===== config.mk =====
export PLATFORM = sky130hd
export DESIGN_NAME = mult_share_arbiter
export DESIGN_NICKNAME = d
export VERILOG_FILES = /design/src/rtl/mult_share_arbiter.sv
export SDC_FILE = /design/constraint.sdc
export NUM_CORES = 1
export LEC_CHECK = 0
export ABC_AREA = 1
export BUFFER_PORTS_ARGS = -buffer_cell sky130_fd_sc_hd__buf_4
export CAP_MARGIN = 20
export CORE_MARGIN = 4
export CORE_UTILIZATION = 46
export DETAILED_ROUTE_END_ITERATION = 10
export PLACE_DENSITY = 0.77
export SLEW_MARGIN = 10
export SYNTH_ARGS = -nofsm -noshare
export SYNTH_HDL_FRONTEND = slang
export SYNTH_SLANG_ARGS = --single-unit

===== constraint.sdc =====
create_clock -name clk -period 1.2 [get_ports clk]
set_input_delay 0.36 -clock clk [delete_from_list [all_inputs] [get_ports clk]]
set_output_delay 0.36 -clock clk [all_outputs]
set_load 0.005 [all_outputs]

===== src/rtl/mult_share_arbiter.sv =====
// Round-robin arbiter sharing one external array multiplier among NREQ clients.
// Operands are registered at grant, held SETTLE cycles, then the product is captured.
module mult_share_arbiter #(
   parameter int NREQ   = 2,
   parameter int WIDTH  = 4,
   parameter int SETTLE = 1
) (
   input  logic                    clk,
   input  logic                    rst_n,
   input  logic [NREQ-1:0]         req,
   input  logic [NREQ*WIDTH-1:0]   a_flat,
   input  logic [NREQ*WIDTH-1:0]   b_flat,
   output logic [NREQ-1:0]         grant,
   output logic [NREQ-1:0]         done,
   output logic [2*WIDTH-1:0]      result,
   output logic                    busy,
   output logic [WIDTH-1:0]        mul_a,
   output logic [WIDTH-1:0]        mul_b,
   input  logic [2*WIDTH-1:0]      mul_p
);

   localparam int IW = (NREQ > 1) ? $clog2(NREQ) : 1;
   localparam int CW = (SETTLE > 1) ? $clog2(SETTLE) : 1;
   localparam logic [NREQ-1:0] ONE = NREQ'(1);

   typedef enum logic [1:0] {IDLE, WAIT, DONE} state_t;

   state_t             state, state_nx;
   logic [IW-1:0]      ptr, ptr_nx;
   logic [IW-1:0]      idx, idx_nx;
   logic [CW-1:0]      cnt, cnt_nx;
   logic [NREQ-1:0]    grant_nx, done_nx;
   logic [2*WIDTH-1:0] result_nx;
   logic [WIDTH-1:0]   mul_a_nx, mul_b_nx;
   logic               found;
   logic [IW-1:0]      win;

   // First set request at or after ptr, wrapping around.
   always_comb begin
      int j;
      found = 1'b0;
      win   = '0;
      j     = 0;
      for (int k = 0; k < NREQ; k++) begin
         j = int'(ptr) + k;
         if (j >= NREQ) j = j - NREQ;
         if (!found && req[j]) begin
            found = 1'b1;
            win   = IW'(j);
         end
      end
   end

   always_comb begin
      state_nx  = state;
      ptr_nx    = ptr;
      idx_nx    = idx;
      cnt_nx    = cnt;
      grant_nx  = grant;
      done_nx   = done;
      result_nx = result;
      mul_a_nx  = mul_a;
      mul_b_nx  = mul_b;
      unique case (state)
         IDLE: begin
            if (found) begin
               idx_nx   = win;
               grant_nx = ONE << win;
               mul_a_nx = a_flat[win*WIDTH +: WIDTH];
               mul_b_nx = b_flat[win*WIDTH +: WIDTH];
               cnt_nx   = '0;
               state_nx = WAIT;
            end
         end
         WAIT: begin
            cnt_nx = cnt + 1'b1;
            if (cnt == CW'(SETTLE - 1)) begin
               result_nx = mul_p;
               done_nx   = ONE << idx;
               grant_nx  = '0;
               ptr_nx    = (idx == IW'(NREQ - 1)) ? '0 : idx + 1'b1;
               state_nx  = DONE;
            end
         end
         DONE: begin
            done_nx  = '0;
            state_nx = IDLE;
         end
         default: state_nx = IDLE;
      endcase
   end

   always_ff @(posedge clk or negedge rst_n) begin
      if (!rst_n) begin
         state  <= IDLE;
         ptr    <= '0;
         idx    <= '0;
         cnt    <= '0;
         grant  <= '0;
         done   <= '0;
         result <= '0;
         mul_a  <= '0;
         mul_b  <= '0;
      end else begin
         state  <= state_nx;
         ptr    <= ptr_nx;
         idx    <= idx_nx;
         cnt    <= cnt_nx;
         grant  <= grant_nx;
         done   <= done_nx;
         result <= result_nx;
         mul_a  <= mul_a_nx;
         mul_b  <= mul_b_nx;
      end
   end

   assign busy = (state != IDLE);

endmodule


==> out/metrics.yaml <==
pwr:
  cellInternalPower_mw: 3.09
  p_clk_share_pct: 8.0
  p_leak_nw: 1.10
  p_sw_share_pct: 37.6
  p_comb_share_pct: 60.5
  pwr-share-seq_pct: 31.5
  peakVddDrop_uv: 1620
  power_density_mw_per_mm2: 2550
  p_switching_mw: 1.86
placement:
  pre_cts_ws_ns: -0.0101
  dp_hpwl_mm: 1.94
  gp_congestion: 0.752
  portBuffers: 48
sta:
  rsz0062_at_grt: "true"
  slew_viol_final: 0
  holdWs_ns: 0.211
  final.setup.worst_slack_ns: -0.148
  final.min_clock_period_ns: 1.35
  worstMarginPinSlew_ns: 0.339
  worst_slew_margin_rel_pct: 77.3
  finClkSkew_ns: 0.0130
  final-setup-viol-count: 32
  fmax_mhz: 742
  post-route-period-util_pct: 112
  hold_viol: 0
  fin_tns_setup_ns: -1.28
synth:
  synth.area.top_cells: "dfrtp_1 53%, nand2_1 19%, nand3_1 8.6%"
  synth.most_common_cell: "nand2_1"
  ys_seq_elements: 25
  synth_flop_cell: "dfrtp_1"
  synthesis.instances: 143
  ys.warnings.count: 0
  synth_top_area_share_pct: 53.5
  seq_area_frac_synth_pct: 53.5
  synth_nets: 171
  synth_enable_flop_cells: 0
  async_reset_ff_share_pct: 100
  syn_avg_cell_area_sq_um: 8.18
  synth_commonest_cells: "58 x nand2_1, 25 x dfrtp_1, 20 x inv_1, 20 x nand3_1, 5 x nor2_1"
  synth_top_cell_by_area: "dfrtp_1"
  ys_types: 16
  syn-cell-area_sq_mm: 0.00117
worst_setup_path:
  cp_slowest_cell: "dfrtp_1"
  start_kind: "flip-flop"
  critPathKind: "flip-flop to output pin"
  critPathMaxStageDelay_ns: 0.42
  path_cells: "inv_2 -> nand2_4 -> buf_6"
  worstSetupEndpointType: "output pin"
  crit_required_ns: 0.84
  critPathArrivalTime_ns: 0.99
  path_max_fanout: 2
  regToRegStartpoint: "state[0]$_DFFE_PN0P_"
  cp-startpoint: "state[0]$_DFFE_PN0P_"
  crit_family: "flip-flops"
  cp_num_buf_inv: 2
global_route:
  grt_max_degree: 26
  grt_pass1_wl_mm: 4.72
  overflow: 0
  track_usage_pct: 17.8
  grt_pass1_vias: 1125
  antenna_found_initial: 0
clocking:
  worstSkewPairLatency_ns: 0.33
  cts.reportedPaths.clkPinSlew_ns: 0.15
  clock-sinks: 25
  cts_tree: "done"
  cts-root-buf: "clkbuf_4"
  cts_buffers: 3
  clock_path_buffers: 2
  clock_tree.htree_level_count: 1
flow_run:
  maxCapViolCount: 0
route:
  met1_length_mm: 1.31
  drc: 0
  drt_wl_total_mm: 3.27
  met2WireLength_mm: 1.69
  highest_layer: "met4"
  drt_iter0_markers: 36
  dr.pass1.iters: 4
  drt-vias-per-instance: 4.78
  ant_nets: 0
  vias: 1200
  routedWlPerCell_um: 13.0
  met3_length_um: 236
cells_and_area:
  antenna_cells: 0
  final_nets: 250
  synthToLayoutAreaGrowth_pct: 65.8
  n_fill_cell: 169
  drive_gt1_share_pct: 44.3
floorplanning:
  chipWidth_um: 58.4
  core_area_sq_mm: 0.00245
  row_count: 18
  fp.dieArea_sq_mm: 0.00341
  start_util_pct: 47.7
  pin_count: 49
  die_height_um: 58.4
outcome:
  violations: "setup timing"
  status: "finished with violations"
hold_path:
  hp-class: "primary input to flip-flop"
  min_from: "mul_p[7]"
through the flow:
| step | cells | total power [mW] | area, sq um | utilization (%) |
|---|---|---|---|---|
| after floorplan | 143 | 2.54 | 1170 | - |
| after global placement | 217 | 3.21 | 1520 | 62.0 |
| after detailed placement | 217 | 3.28 | 1520 | 62.0 |
| after CTS | 235 | 4.31 | 1760 | 71.6 |
| after global routing | 251 | 5.30 | 1940 | 79.0 |
| final | 251 | 4.95 | 1940 | 79.0 |
state kept, by name, summed over array words and instances (netlist names):
| name | cells |
|---|---|
| done | 2 |
| state | 2 |
| mul_b | 4 |
| ptr | 1 |
| grant | 2 |
| idx | 1 |
| result | 8 |
| mul_a | 4 |
| cnt | 1 |
path summary, 6_finish.rpt:
check                                   endpoint  cells past startpoint  slack, ns
min                        result[7]$_DFFE_PN0P_                      3       0.21
max in group asynchronous  result[1]$_DFFE_PN0P_                      2       0.51
max                                         busy                      3      -0.15
min in group asynchronous   mul_a[0]$_DFFE_PN0P_                      2       0.44
max reg2reg                 state[1]$_DFFE_PN0P_                      7      -0.06
min reg2reg                result[2]$_DFFE_PN0P_                      2       0.53
metal layers:
metal,up-vias,GRT usage [%]
met3,3,3.73
met5,-,0
li1,589,-
met4,0,5.96
met2,44,29.5
met1,564,23.2
tightest hold or removal path, cell delays in order:
cell and delay, ns:
buf_4 0.08, nand2_1 0.04, nand2_1 0.05
area by class of cell:
| cell class | count | area (sq um) | area share, % |
|---|---|---|---|
| clock inverters | 1 | 7.51 | 0.387 |
| inverters | 22 | 95.1 | 4.90 |
| clock buffers | 3 | 22.5 | 1.16 |
| repair buffers | 76 | 671 | 34.6 |
| multi-input cells | 94 | 480 | 24.8 |
| flip-flops and latches | 25 | 626 | 32.3 |
| well taps | 30 | 37.5 | 1.94 |
what timing repair did:
action / CTS / global route
buffers inserted: 13 / 14
hold endpoints to repair: 25 / 0
pin swaps: 1 / 4
endpoints found under the setup margin: 21 / 43
cloned: 0 / 2
hold buffers: 1 / 0
gates resized for setup: 26 / 17
cells by family (layout without fill, tap and decap cells):
group	Yosys count	after routing	share of synthesized area, %
flops	25	25	53.5
compound gates	4	4	2.67
simple gates	88	90	32.7
buf+inv	26	102	11.1
power groups by stage:
stage	registers [mW]	logic, mW	clock network, mW
after floorplan	1.51	1.02	0
after global placement	1.50	1.71	0
after detailed placement	1.51	1.77	0
after CTS	1.54	2.38	0.404
after global routing	1.60	3.26	0.447
final	1.56	3.00	0.399
layout by cell type (no fill, tap or decap):
cell	n
nand2_1	54
buf_4	50
dfrtp_1	25
buf_6	24
inv_1	19
nand3_1	19
nand2_2	4
nor2_1	4
nand2_4	3
nor2_4	3
clkbuf_4	3
inv_2	2
nand2_8	1
clkinv_8	1
o21ai_4	1
a21oi_2	1
nand3_2	1
o21ai_2	1
o21ai_0	1
clkinvlp_4	1
nor2_2	1
dlygate4sd3_1	1
buf_8	1
Power figures use the tool's default switching activity.
